File: src/rtl/execute_br_redirect.sv
`default_nettype none
// ============================================================================
// Module      : execute_br_redirect
// Description : Converts resolved taken branches from execute into a
//               registered fetch-redirect request and advances the epoch.
// Revision    : 1.0 - initial release
// ============================================================================
module execute_br_redirect #(
    parameter int EPOCH_W = 2,
    parameter int REGSZ   = 32
) (
    input  logic               clk,
    input  logic               reset,
    input  logic               input_valid,
    input  logic [EPOCH_W-1:0] in_epoch,
    input  logic               br_taken,
    input  logic [REGSZ-1:0]   br_dest,
    input  logic [REGSZ-1:0]   pc,
    input  logic               inst_lk,
    output logic               exe_stall,
    output logic               redirect_valid,
    input  logic               redirect_ready,
    output logic [REGSZ-1:0]   redirect_pc,
    output logic [EPOCH_W-1:0] redirect_epoch,
    output logic [EPOCH_W-1:0] cur_epoch,
    output logic               lr_valid,
    output logic [REGSZ-1:0]   lr_value
);

    localparam logic [0:0] c_IDLE = 1'b0;
    localparam logic [0:0] c_PEND = 1'b1;

    logic [0:0]         r_state;
    logic               r_redirect_valid;
    logic [REGSZ-1:0]   r_redirect_pc;
    logic [EPOCH_W-1:0] r_redirect_epoch;
    logic [EPOCH_W-1:0] r_cur_epoch;
    logic               r_lr_valid;
    logic [REGSZ-1:0]   r_lr_value;

    logic               w_epoch_match;
    logic               w_stall;
    logic               w_acc;
    logic               w_take;
    logic               w_transfer;
    logic [EPOCH_W-1:0] w_next_epoch;
    logic [REGSZ-1:0]   w_target;
    logic [REGSZ-1:0]   w_link;
    logic               w_unused;

    // Tag mismatch marks a wrong-path instruction: it neither stalls nor acts.
    assign w_epoch_match = input_valid && (in_epoch == r_cur_epoch);
    assign w_stall       = (r_state == c_PEND) && !redirect_ready && w_epoch_match;
    assign w_acc         = w_epoch_match && !w_stall;
    assign w_take        = w_acc && br_taken;
    assign w_transfer    = r_redirect_valid && redirect_ready;
    assign w_next_epoch  = r_cur_epoch + EPOCH_W'(1);
    assign w_target      = {br_dest[REGSZ-1:2], 2'b00};
    assign w_link        = pc + REGSZ'(4);
    assign w_unused      = &{1'b0, br_dest[1:0]};

    always_ff @(posedge clk or posedge reset) begin
        if (reset) begin
            r_state          <= c_IDLE;
            r_redirect_valid <= 1'b0;
            r_redirect_pc    <= '0;
            r_redirect_epoch <= '0;
            r_cur_epoch      <= '0;
            r_lr_valid       <= 1'b0;
            r_lr_value       <= '0;
        end else begin
            r_lr_valid <= w_acc && inst_lk;
            if (w_acc && inst_lk) begin
                r_lr_value <= w_link;
            end

            // A taken branch in PEND is only accepted when ready is high, so
            // reloading here implies the previous request has transferred.
            case (r_state)
                c_IDLE: begin
                    if (w_take) begin
                        r_state          <= c_PEND;
                        r_redirect_valid <= 1'b1;
                        r_redirect_pc    <= w_target;
                        r_redirect_epoch <= w_next_epoch;
                        r_cur_epoch      <= w_next_epoch;
                    end
                end
                c_PEND: begin
                    if (w_take) begin
                        r_redirect_valid <= 1'b1;
                        r_redirect_pc    <= w_target;
                        r_redirect_epoch <= w_next_epoch;
                        r_cur_epoch      <= w_next_epoch;
                    end else if (w_transfer) begin
                        r_state          <= c_IDLE;
                        r_redirect_valid <= 1'b0;
                    end
                end
                default: begin
                    r_state          <= c_IDLE;
                    r_redirect_valid <= 1'b0;
                end
            endcase
        end
    end

    assign exe_stall      = w_stall;
    assign redirect_valid = r_redirect_valid;
    assign redirect_pc    = r_redirect_pc;
    assign redirect_epoch = r_redirect_epoch;
    assign cur_epoch      = r_cur_epoch;
    assign lr_valid       = r_lr_valid;
    assign lr_value       = r_lr_value;

`ifdef SIM
    always @(posedge clk) begin
        if (input_valid === 1'b1 && ($isunknown(br_taken) || $isunknown(inst_lk))) begin
            $fatal(1, "execute_br_redirect: br_taken/inst_lk unknown while input_valid");
        end
    end
`endif

endmodule
`default_nettype wire
File: config.mk
export PLATFORM = sky130hd
export DESIGN_NAME = execute_br_redirect
export DESIGN_NICKNAME = d
export VERILOG_FILES = /design/src/rtl/execute_br_redirect.sv
export SDC_FILE = /design/constraint.sdc
export NUM_CORES = 1
export LEC_CHECK = 0
export ABC_AREA = 1
export BUFFER_PORTS_ARGS = -buffer_cell sky130_fd_sc_hd__buf_2
export CAP_MARGIN = 20
export CORE_ASPECT_RATIO = 0.5
export CORE_MARGIN = 5
export CORE_UTILIZATION = 41
export CTS_CLUSTER_SIZE = 40
export DETAILED_ROUTE_END_ITERATION = 16
export HOLD_SLACK_MARGIN = 0.15
export PLACE_DENSITY = 0.7
export SETUP_SLACK_MARGIN = 0.5
export SLEW_MARGIN = 20
export SYNTH_ARGS = -nofsm -noshare
export SYNTH_HDL_FRONTEND = slang
export SYNTH_SLANG_ARGS = --single-unit
File: constraint.sdc
create_clock -name clk -period 3 [get_ports clk]
set_input_delay 0.9 -clock clk [delete_from_list [all_inputs] [get_ports clk]]
set_output_delay 0.9 -clock clk [all_outputs]
set_load 0.02 [all_outputs]
======== Yosys cells after proc, flatten, opt, wreduce, memory -nomap -nowiden ========
Cells that the tools add are included.
storage, ports and cells
  bits in registers ....................... 69
  logic and storage cells ................. 32
  memories kept ........................... 0
  bits in latches ......................... 0
  bits in read-only memories .............. 0
  input bits .............................. 72
  bits in writable memories ............... 0
  output and inout bits ................... 71
operators by class
  $add $sub $neg .......................... 2
  divide/modulo/power cells ............... 0
  order comparisons ....................... 0
  eq/ne operators ......................... 3
  mux-type cells .......................... 10
  shifts and indexed selects .............. 0
  reduce and logical (&&, ||, !) cells .... 10
  bitwise logic cells ..................... 1
  $mul .................................... 0
operators by type and width
  kind                                            number
  adder 32 x 3 -> 32 bit (second input constant)  1
  2-to-1 mux 32 bit                               1
  logical AND 1 bit                               7
  2-to-1 mux 1 bit                                6
  one-hot mux 1 bit (2 select lines)              2
  != test 3 x 1 -> 1 bit (second input constant)  1
  adder 2 x 1 -> 2 bit (second input constant)    1
  equality test 2 bit                             1
  zero test 1 bit                                 2
  2-to-1 mux 2 bit                                1
  != test 2 bit (second input constant)           1
  AND reduction 2 bit                             1
  NOT 1 bit                                       1

======== Longest topological paths before layout ========
Gate-level depths: netlist of the first run.
  depth in word-level cells ............... 8
  gate-level depth with buffers ........... 10
  depth with buffers taken out ............ 10

======== Worst setup path after synthesis of the first run ========
OpenSTA, ideal clock, no wires.
  path kind ............................... input to output
  from .................................... in redirect_ready
  to ...................................... out exe_stall
  stages on the path ...................... 3
  path buffers ............................ 0
  arrival time ............................ 1.599 ns
  slack ................................... 0.501 ns
  required time ........................... 2.100 ns
  cell sequence ........................... inv_1 -> nand2_1 -> nor3_1
on the way
  longest elaborated chain between the ends .. 3
RTL lines
  what                            line  text
  start, declared                 22    input logic redirect_ready,
  zero test 1 bit                 53    assign w_stall = (r_state == c_PEND) && !redirect_ready && w_epoch_match;
  logical AND 1 bit (2 in a row)  53
  end, declared                   20    output logic exe_stall,
Every way passes these cells.

======== Worst setup path in the final report of the first run ========
  from .................................... in in_epoch[1]
  to ...................................... out exe_stall
on the way
  longest elaborated chain between the ends .. 3
RTL lines
  what                 line  text
  start, declared      15    input logic [EPOCH_W-1:0] in_epoch,
  equality test 2 bit  52    assign w_epoch_match = input_valid && (in_epoch == r_cur_epoch);
  logical AND 1 bit    52
  logical AND 1 bit    53
Every way passes these cells.

==> results of run 1 <==
-- routing by layer --
metal  global-route usage  vias to the layer above  routed length [um]
met5                    0                        -                   0
met4              0.08700                        0                 173
met3              0.05013                       15                 544
met2               0.3072                       84                4431
met1               0.2280                     1446                4156
li1                     -                     1708                   -
-- report_power, final --
group,internal [mW],switching (mW)
sequential,1.32,0.217
combinational,0.556,1.11
clock,0.810,0.396
-- path summary, 6_finish.rpt --
check / start / to / slack (ns) / cells after the start
max in group asynchronous: reset / redirect_pc[21]$_DFFE_PP0P_ / 1.72 / 3
setup reg to reg: cur_epoch[1]$_DFFE_PP0P_ / lr_value[23]$_DFFE_PP0P_ / 1.26 / 6
hold / removal: redirect_pc[21]$_DFFE_PP0P_ / redirect_pc[21]$_DFFE_PP0P_ / 0.47 / 2
min in group asynchronous: reset / lr_value[6]$_DFFE_PP0P_ / 0.61 / 2
setup / recovery: in_epoch[1] / exe_stall / 0.57 / 4
hold reg to reg: redirect_pc[21]$_DFFE_PP0P_ / redirect_pc[21]$_DFFE_PP0P_ / 0.47 / 2
-- layout make-up --
class	count	area, sq um	share of cell area
inverters	28	111.4	0.02428
repair buffers	142	720.7	0.1572
well taps	112	140.1	0.03056
clock inverters	7	116.4	0.02538
multi-input cells	361	1595	0.3479
clock buffers	9	225.2	0.04911
flip-flops and latches	67	1677	0.3656
-- kinds of logic (layout without fill, tap and decap cells) --
family | after synthesis | after routing | share of synthesized area
adder cells (fa/ha/maj) | 1 | 1 | 0.003580
XOR/XNOR | 16 | 16 | 0.04010
AO/OA/AOI/OAI | 14 | 14 | 0.02220
buffers and inverters | 44 | 186 | 0.06695
flip-flops | 67 | 67 | 0.4798
other | 1 | 2 | 0.001073
AND/OR/NAND/NOR | 328 | 328 | 0.3863
-- state kept, by name (all words and copies together) (netlist names) --
signal / flops
lr_value: 32
redirect_pc: 30
cur_epoch: 2
lr_valid: 1
r_state: 1
redirect_valid: 1
-- cell usage in the layout, fill, tap and decap left out, types with 5 or more instances in the layout --
cell | synthesis | final
buf_2 | 5 | 138
nand2_1 | 251 | 250
nor2_1 | 44 | 44
nand3_1 | 17 | 17
clkbuf_16 | 0 | 9
xor2_1 | 11 | 11
inv_1 | 25 | 24
xnor2_1 | 5 | 5
o21ai_1 | 9 | 9
nand3_2 | 7 | 7
dfrtp_1 | 67 | 67
-- metrics by stage --
stage,total power [mW],cells
2_1_floorplan,2.637,472
3_3_place_gp,3.203,710
3_5_place_dp,3.238,710
4_1_cts,4.472,726
5_1_grt,4.708,726
6_report,4.410,726
-- worst register-to-register path, delay by kind of cell, from the launching register on --
| family | cells | cell delay [ns] |
|---|---|---|
| flops | 1 | 0.42 |
| xor+xnor | 1 | 0.22 |
| simple gates | 4 | 0.68 |
| buf+inv | 1 | 0.35 |
-- timing repair --
item | in CTS | in global routing
gates cloned | 0 | 0
gates resized for setup | 1 | 1
endpoints found under the setup margin | 1 | 1
pin swaps | 0 | 0
==> run summary, run 1 <==
Mean post-synth cell area: 7.420 sq um. OpenSTA, run right after detailed placement, puts the worst setup slack at 0.4968 ns. In the final routed layout, each cell accounts on average for 12.82 um. The critical path launch point type is a primary input.

The post-route fraction of the period consumed by the critical path is 0.8100. After the first detailed-routing iteration, the DRC count stood at 184. Die height: 75.28 um. After routing the design area is 0.004586 sq mm. The largest net degree at the start of global routing was 35.

For the final database, setup skew stands at 0.005983 ns. The cell area after synthesis was 0.003495 sq mm. Broken down by cell family, the worst path's largest delay share belongs to XOR/XNOR gates. The final standard cell utilization of the core was 0.5631; the remaining design rule violation count was 0. The run gives 0.3784 mV as the largest vdd supply drop.

The count of nets left with antenna violations once routing finished came out at 0. The repair_antennas step left the layout with diodes totalling 0. The sum of buffers and inverters on the critical path is 2.

The total count of hold-check failures in the final report is 0, and the number of enable flip-flop cells after synthesis is 0. Summed over all instances, the cell type with the most area after synthesis is dfrtp_1. The run gives 411.5 MHz as the fmax. The count of endpoints failing setup in the final report was 0; the insertion delay of the later-clocked pin in the worst-skew pair was 0.33 ns.

In the post-synthesis netlist, the biggest area contributors are dfrtp_1, nand2_1, nor2_1. The layout cell share with drive strength beyond 1 was 0.2899; the portion of the post-synthesis area used by sequential elements was 0.4798. In the routed layout, each cell is associated on average with a via count of 4.481. From left edge to right edge, the die measures 140.6 um. The post-route setup TNS is 0 ns, and the final critical path time including I/O delays and setup is 2.430 ns. After global routing the overflow that remains totals 0. After clock tree synthesis, the clock-pin slew on the worst setup and hold paths is 0.06 ns. Hold repair after CTS inserted 0 buffers. Counting the buffers created by CTS gives 9.

The number of detailed-route iterations in the first pass was 4. Initial antenna violation count: 0. The type of destination of the critical path was an output port.

The share of flip-flops with an asynchronous set or reset is 1.000, and the area after detailed placement is 0.004237 sq mm. In this run the static leakage power is 2.546 nW. The worst hold path belongs to the class reg2reg. Data on the critical path arrives at its endpoint at 1.53 ns.

The first global-routing pass estimated 15,320 um of wire. The post-layout net count was 682. The worst setup path is of the in2out kind. Number of global-route vias before repair: 3,181.

Yosys instantiated no cell more often than nand2_1. The number of port buffers came out at 138. The number of violations of the max-capacitance limit came out at 0. For this design, the slowest cell found on the critical path is xor2_1. The tools report the number of H-tree levels as 3. The count of final max-slew check failures was 0; the least setup slack across all paths after layout was 0.5701 ns.

The top-area cell type share of the netlist area is 0.4798, and the aggregate global-route resource usage is 0.1840. The initialized floorplan defines 23 standard-cell rows. The signal on the critical path passes through buf_2, xor2_1, nor3_2, buf_2. The effective utilization at floorplan was 0.4291. STA puts the critical path data required time at 2.10 ns.

Most prevalent standard cell on the critical path: buf_2. The tools report the total via count in the routed design as 3,253. The run gives 0.8870 as the global placer's final weighted congestion. The logs give 24 for the unique cell type count in the Yosys netlist and 0.4696 ns for the worst hold slack. In the synthesized netlist, the cells that appear most often are nand2_1, dfrtp_1, nor2_1, inv_1, nand3_1. TritonCTS built the clock tree. In this run, synthesis produced a sequential element count of 67. Clock tree synthesis selected as its root buffer the cell clkbuf_16. In this run the worst path has a maximum fanout of 2. The total setup buffers inserted after CTS was 0; the cell count after synthesis was 471.

143 I/O pins were placed. The worst slew slack as a fraction of its limit was 0.6525; the core footprint was 0.008144 sq mm. For the number of warning messages in the yosys log, the log shows 0. The run finished with clean final reports. After detailed routing, the total wire length is 9306 um. Clock tree synthesis found a total of 67 sinks. The die covers 0.01058 sq mm. The transition at the pin with the smallest max-transition slack works out to 0.5201 ns. For this design the ratio of total power to cell area is 961.8 mW/mm^2.

After filler insertion, the fill cell instance count of the layout stands at 770. On the worst path, the slowest cell contributes a delay of 0.29 ns. The HPWL after detailed placement is 7081 um. The number of buffers on the longest clock path came out at 2. Setup repair after global routing left no endpoint under its margin. The most used flip-flop cell after synthesis is dfrtp_1. Compared with the post-synthesis result, the final layout area differs by 31.22%.
Note: power is estimated with default switching activity, not from simulation.
==> run 2: changes to the inputs <==
--- a/config.mk
+++ b/config.mk
@@ -14,7 +14,7 @@
 export CTS_CLUSTER_SIZE = 40
 export DETAILED_ROUTE_END_ITERATION = 16
 export HOLD_SLACK_MARGIN = 0.15
-export PLACE_DENSITY = 0.7
+export PLACE_DENSITY = 0.72
 export SETUP_SLACK_MARGIN = 0.5
 export SLEW_MARGIN = 20
 export SYNTH_ARGS = -nofsm -noshare
==> constraint.sdc (replaced) <==
create_clock -name clk -period 2.1 [get_ports clk]
set_input_delay 0.63 -clock clk [delete_from_list [all_inputs] [get_ports clk]]
set_output_delay 0.63 -clock clk [all_outputs]
set_load 0.02 [all_outputs]
==> run 2 against run 1 <==
  * Hold slack got worse by 0.17 ns
  * Final cell count rose by 1.4%
  * Power rose by 48%
  * Critical path type unchanged
  * Largest cell class unchanged
==> run summary, run 2 (same netlist as run 1, synthesis figures left out) <==
The H-tree was split into 3 levels. The run gives 0.4291 as the effective utilization at floorplan. The slowest stage of the critical path is the xor2_4 cell. The clock network power share was 0.269; the floorplan die width was 140.6 um. The internal power of the cells totals 3.968 mW.

Setup repair after global routing could not meet its margin everywhere. The clock root buffer was clkbuf_16. The remaining antenna violation count was 0; the number of rows in the core area was 23. Leading cell type in the layout, fill and taps excluded: nand2_1. The count of final max-slew check failures was 0.

The type of the setup path with the least slack was in2out. The run finished with clean final reports. On the final layout, the worst clock skew is 0.003660 ns. The largest incremental delay on the critical path is 0.20 ns.

The worst setup path is captured at an output port. The first TritonRoute pass finished after 5 iterations. The path class of the tightest hold or removal check is in2async. The tools report the critical path launch point type as a primary input. The worst register-to-register path begins at cur_epoch[1]$_DFFE_PP0P_. Summed over all cells, the static leakage comes to 2.623 nW. The layout cell share with drive strength beyond 1 was 0.3125. The sum of buffers and inverters on the critical path is 2. Post-CTS clock slew at the launch and capture registers of the worst setup and hold paths: 0.06 ns. On the critical path the largest part of the delay comes from buffers and inverters. Number of buffers inserted during clock tree synthesis: 9.

For the number of global-route vias before repair, the log shows 3,187. Timing would allow up to 524.2 MHz. The number of antenna diodes in the final layout is 0. The global placer's final weighted congestion was 0.8942.

The total power was 6.518 mW; the placed wire-length estimate after detailed placement was 7155 um. Along the worst path, the maximum fanout reaches 2. The post-route fraction of the period consumed by the critical path came out at 0.9083. The tools report the share of power burned in combinational logic as 0.393.

The critical path starts at in_epoch[1]. The average vias per placed instance is 4.490. For the number of primary I/O pins, the log shows 143. The core footprint was 0.008144 sq mm.

For this design the ratio of total power to cell area is 1364 mW/mm^2. The die outline area was 0.01058 sq mm; the total via count in the routed design was 3,305. In the layout the commonest cells are nand2_1, buf_2, dfrtp_1, nor2_1, inv_1. The worst-case IR drop observed on VDD is 0.6337 mV. For the worst setup path, the data required time is 1.47 ns. The total count of hold-check failures in the final report was 0; the fraction of power consumed by sequential logic was 0.338.

For this block, the routed nets add up to 9293 um of wire. The net switching share of the total power was 0.3912; the post-layout net count was 692. In this run the tool buffered the top-level ports with 138 buffer cells. Summed over all layers, the global routing overflow is 0. The worst path needs 1.908 ns of the cycle, external delays included. No sink is reached through more buffers than the 2 on the longest clock path. The number of flip-flops in the largest register works out to 32. Dividing the detail-routed wire length by the instance count gives 12.63 um.

Compared with the post-synthesis result, the final layout area differs by 36.70%. After detailed routing, the number of remaining DRC violations is 0. Setup violations remaining at the end of the flow were counted as 0. The first routing iteration left 226 violations. The aggregate global-route resource usage was 0.1838.

For the worst-skew pair, the clock arrives at the later sink with an insertion delay of 0.33 ns. The die height is 75.28 um. Largest net degree at the start of global routing: 49. The number of violations of the max-capacitance limit was 0. Adding up every negative setup slack in the final design gives 0 ns.

For the total net switching power, the log shows 2.550 mW. The number of clock sinks seen by CTS was 67. TritonCTS built the clock tree. Data on the critical path arrives at its endpoint at 1.28 ns. The tools report the initial antenna violation count as 0.

Walking the worst path, the cells encountered are buf_2, xor2_4, nor3_4, buf_6. The first global-routing pass estimated 15,220 um of wire.
## run 2: timing repair
| item | in CTS | in global routing |
|---|---|---|
| setup endpoints to repair | 24 | 30 |
| gates resized for setup | 8 | 6 |
| hold buffers | 0 | 0 |
| setup buffers | 3 | 2 |
| pin swaps | 2 | 2 |
## run 2: worst register-to-register path, delay by kind of cell (launching register included)
kind	cells	cell delay, ns
AO/OA/AOI/OAI	1	0.07
AND/OR/NAND/NOR	3	0.38
XOR/XNOR	1	0.18
flip-flops	1	0.44
buffers and inverters	1	0.24
## run 2: final cells by class
class | count | area [sq um]
fill | 767 | 3367
timing repair buffer | 152 | 839.6
clock inverter | 7 | 123.9
inverter | 28 | 118.9
multi-input combinational | 361 | 1650
tap | 112 | 140.1
clock buffer | 9 | 225.2
sequential | 67 | 1679
## run 2: worst paths after layout
kind                            depth (start not counted)                     endpoint  slack, ns
min in group clk                                        2     lr_value[26]$_DFFE_PP0P_       0.47
worst min-delay path                                    2  redirect_pc[16]$_DFFE_PP0P_       0.30
max in group asynchronous                               3     lr_value[22]$_DFFE_PP0P_       1.21
worst max-delay path                                    4                    exe_stall       0.19
worst min register to register                          2     lr_value[26]$_DFFE_PP0P_       0.47
worst max register to register                          6     lr_value[11]$_DFFE_PP0P_       0.67
## run 2: power by group through the flow
stage | combinational (mW) | sequential, mW | clock, mW
final | 2.56 | 2.20 | 1.76
after global routing | 2.82 | 2.29 | 1.85
after CTS | 2.59 | 2.21 | 1.78
after detailed placement | 2.50 | 2.23 | 0
after global placement | 2.46 | 2.21 | 0
after floorplan | 0.861 | 2.96 | 0
## run 2: layer usage
layer  global-route usage  part of all wire  routed length [um]  vias to the layer above
li1                     -                 -                   -                     1729
met1               0.2271              0.44                4061                     1486
met2               0.3194              0.50                4638                       78
met3              0.05520             0.052                 479                       12
met4              0.05478             0.012                 113                        0
met5                    0                 0                   0                        -
## run 2: per-stage QoR
stage               setup slack [ns]  utilization  cell area, sq um  instances  hold WS (ns)
floorplan                     0.4023            -              3563        472        0.4697
global placement              0.1475       0.5339              4348        715        0.4573
detailed placement            0.1203       0.5339              4348        715        0.4597
CTS                           0.1838       0.5824              4743        734        0.3066
global route                  0.1474       0.5866              4777        736        0.3239
finish                        0.1925       0.5866              4777        736        0.3033
==> run 3: changes to the inputs <==
--- a/config.mk
+++ b/config.mk
@@ -7,10 +7,10 @@
 export LEC_CHECK = 0
 export ABC_AREA = 1
 export BUFFER_PORTS_ARGS = -buffer_cell sky130_fd_sc_hd__buf_2
-export CAP_MARGIN = 20
 export CORE_ASPECT_RATIO = 0.5
 export CORE_MARGIN = 5
 export CORE_UTILIZATION = 41
+export CTS_BUF_LIST = sky130_fd_sc_hd__clkbuf_4 sky130_fd_sc_hd__clkbuf_8
 export CTS_CLUSTER_SIZE = 40
 export DETAILED_ROUTE_END_ITERATION = 16
 export HOLD_SLACK_MARGIN = 0.15
==> run 3 against run 2 <==
  * Largest cell class unchanged
  * Setup slack worse by 0.017 ns
  * Global-route usage down 0.30 points
  * Critical path depth up 2
  * Wire length up 0.90%
  * Sequential power about the same
  * Utilization down 0.55 points
  * Cell area down 0.94%
  * First-iteration DRC count down 4.4%
  * Sequential share of layout area up 0.33 points
  * Flip-flop and latch count unchanged
  * Clock power down 24%
==> run summary, run 3 (same netlist as run 1, synthesis figures left out) <==
The run finished with clean final reports. On the final layout, the worst hold slack is 0.2778 ns. The critical path launch point type is a primary input.

The floorplan has 23 rows. For the number of buffers inserted during clock tree synthesis, the log shows 9. The run gives 15,130 um as the first-pass GRT wire length. Using the TritonRoute via totals, the vias-per-cell ratio works out to 4.426. The remaining design rule violation count was 0.

Setup repair after global routing could not meet its margin everywhere. The run gives 0.01058 sq mm as the die outline area. Leaving out fill and tap cells, the most frequent cells in the layout are nand2_1, buf_2, dfrtp_1, nor2_1, inv_1.

The register with the most flip-flops in the layout has 32 of them. The post-route fraction of the period consumed by the critical path was 0.9166; the insertion delay of the later-clocked pin in the worst-skew pair was 0.35 ns. The net switching share of the total power was 0.4078. The logs give 0.58 ns for the internal reg-to-reg setup slack and 0.01025 ns for the largest clock skew in the final design. Derived from the worst setup path, the maximum achievable clock frequency is 519.5 MHz.

Dividing total power by cell area gives a power density of 1312 mW/mm^2. The leading cell type in the layout, fill and taps excluded is nand2_1. The number of clock sinks seen by CTS was 67.

The critical path is of the in2out type. In this run the number of H-tree levels came out at 3. The tool flagged a number of max-cap violations equal to 0. The largest net degree at the start of global routing is 49. In this run the power spent charging and discharging nets is 2.531 mW. The count of final max-slew check failures was 0; the detailed-route wire length was 9377 um.

The run gives 0 as the remaining antenna violation count. For the placed wire-length estimate after detailed placement, the log shows 7155 um. Aggregate global-route resource usage: 0.1808. For this design the static power due to leakage is 2.604 nW. For the total count of hold-check failures in the final report, the log shows 0. The run gives 1.29 ns as the data arrival time of the critical path. 143 I/O pins were placed. For the initial antenna violation count, the log shows 0. Measured along the x axis, the die boundary spans 140.6 um.

The worst register-to-register path begins at cur_epoch[0]$_DFFE_PP0P_. The layout cell share with drive strength beyond 1 is 0.3169, and the routed wire length per instance is 12.67 um. Cell internal power was estimated by the tool at 3.675 mW. Clock tree synthesis selected as its root buffer the cell clkbuf_8.

The post-CTS clock slew at the launch and capture registers of the worst setup and hold paths came out at 0.08 ns. The total via count in the routed design was 3,275; the number of port buffers was 138. Type of destination of the critical path: an output port. The count of endpoints failing setup in the final report was 0; the fraction of power consumed by sequential logic was 0.355.

The run gives 0 ns as the post-route setup TNS. After the last flow step, the layout net total stands at 696. At the worst endpoint, the required time is 1.47 ns. Effective utilization at floorplan: 0.4291.

Routability-driven placement finished with a final weighted congestion of 0.8942. The clock period could shrink to 1.925 ns. The path class of the tightest hold or removal check is in2async.

TritonCTS built the clock tree. The area growth from synthesis to final layout was 35.41%. For this run the aggregate overflow at the end of global routing stands at 0. The final standard cell utilization of the core was 0.5810. For the worst flop-to-flop path, the logic depth is 9. The longest clock path from root to sink contains 2 buffers. The repair_antennas step left the layout with diodes totalling 0. The timing startpoint of the critical path is in_epoch[0].

The logs give 0.429 for the share of power burned in combinational logic and 4 for the number of detailed-route iterations in the first pass. The reg-to-reg endpoint is cur_epoch[1]$_DFFE_PP0P_. After filler insertion, the fill cell instance count of the layout stands at 780. The tools report the number of global-route vias before repair as 3,183. In this run the standard cell core region covers 0.008144 sq mm.

The largest vdd supply drop was 0.6398 mV. The die is 75.28 um tall. The tools report the clock network power share as 0.216. The starting DRC count in detailed routing was 216; the highest fanout seen on the critical path was 2.
-- run 3: routing by layer --
metal / up-vias / global-route usage / share of wire
met1: 1457 / 0.2270 / 0.44
met3: 12 / 0.04442 / 0.049
met5: - / 0 / 0
met2: 68 / 0.3151 / 0.50
li1: 1738 / - / -
met4: 0 / 0.05908 / 0.014
-- run 3: timing repair --
| item | 4_1_cts | 5_1_grt |
|---|---|---|
| resized for setup | 11 | 12 |
| endpoints found under the setup margin | 26 | 32 |
| pin swaps | 2 | 5 |
| buffers inserted | 3 | 6 |
| hold buffers | 0 | 0 |
-- run 3: stage by stage --
step	cells	total power [mW]	area, sq um	setup slack [ns]
after global placement	715	4.666	4348	0.1475
after floorplan	472	3.824	3563	0.4023
after global routing	740	6.638	4732	0.1085
after detailed placement	715	4.724	4348	0.1203
final	740	6.207	4732	0.1752
after CTS	734	6.173	4652	0.1577
-- run 3: power groups by stage --
stage          registers, mW  clock network (mW)  logic [mW]
2_1_floorplan           2.96                   0       0.861
3_3_place_gp            2.21                   0        2.46
3_5_place_dp            2.23                   0        2.50
4_1_cts                 2.20                1.36        2.61
5_1_grt                 2.29                1.43        2.92
6_report                2.21                1.34        2.66
-- run 3: final cells by class --
| cell class | count | area [sq um] | share of cell area |
|---|---|---|---|
| clock buffer | 9 | 123.9 | 0.02618 |
| sequential | 67 | 1679 | 0.3548 |
| tap | 112 | 140.1 | 0.02961 |
| multi-input combinational | 361 | 1650 | 0.3488 |
| inverter | 28 | 123.9 | 0.02618 |
| timing repair buffer | 156 | 890.9 | 0.1883 |
| clock inverter | 7 | 123.9 | 0.02618 |
-- run 3: critical path, stage by stage --
cell	delay, ns
buf_2	0.16
inv_8	0.04
nand2_4	0.06
nand3_4	0.08
nor3_4	0.18
buf_6	0.14
-- run 3: worst max-delay path by stage --
stage	end	slack (ns)	depth (start not counted)
2_1_floorplan	exe_stall	0.40	4
3_3_place_gp	exe_stall	0.15	6
3_5_place_dp	exe_stall	0.12	6
4_1_cts	exe_stall	0.16	3
5_1_grt	exe_stall	0.11	5
6_report	exe_stall	0.18	6
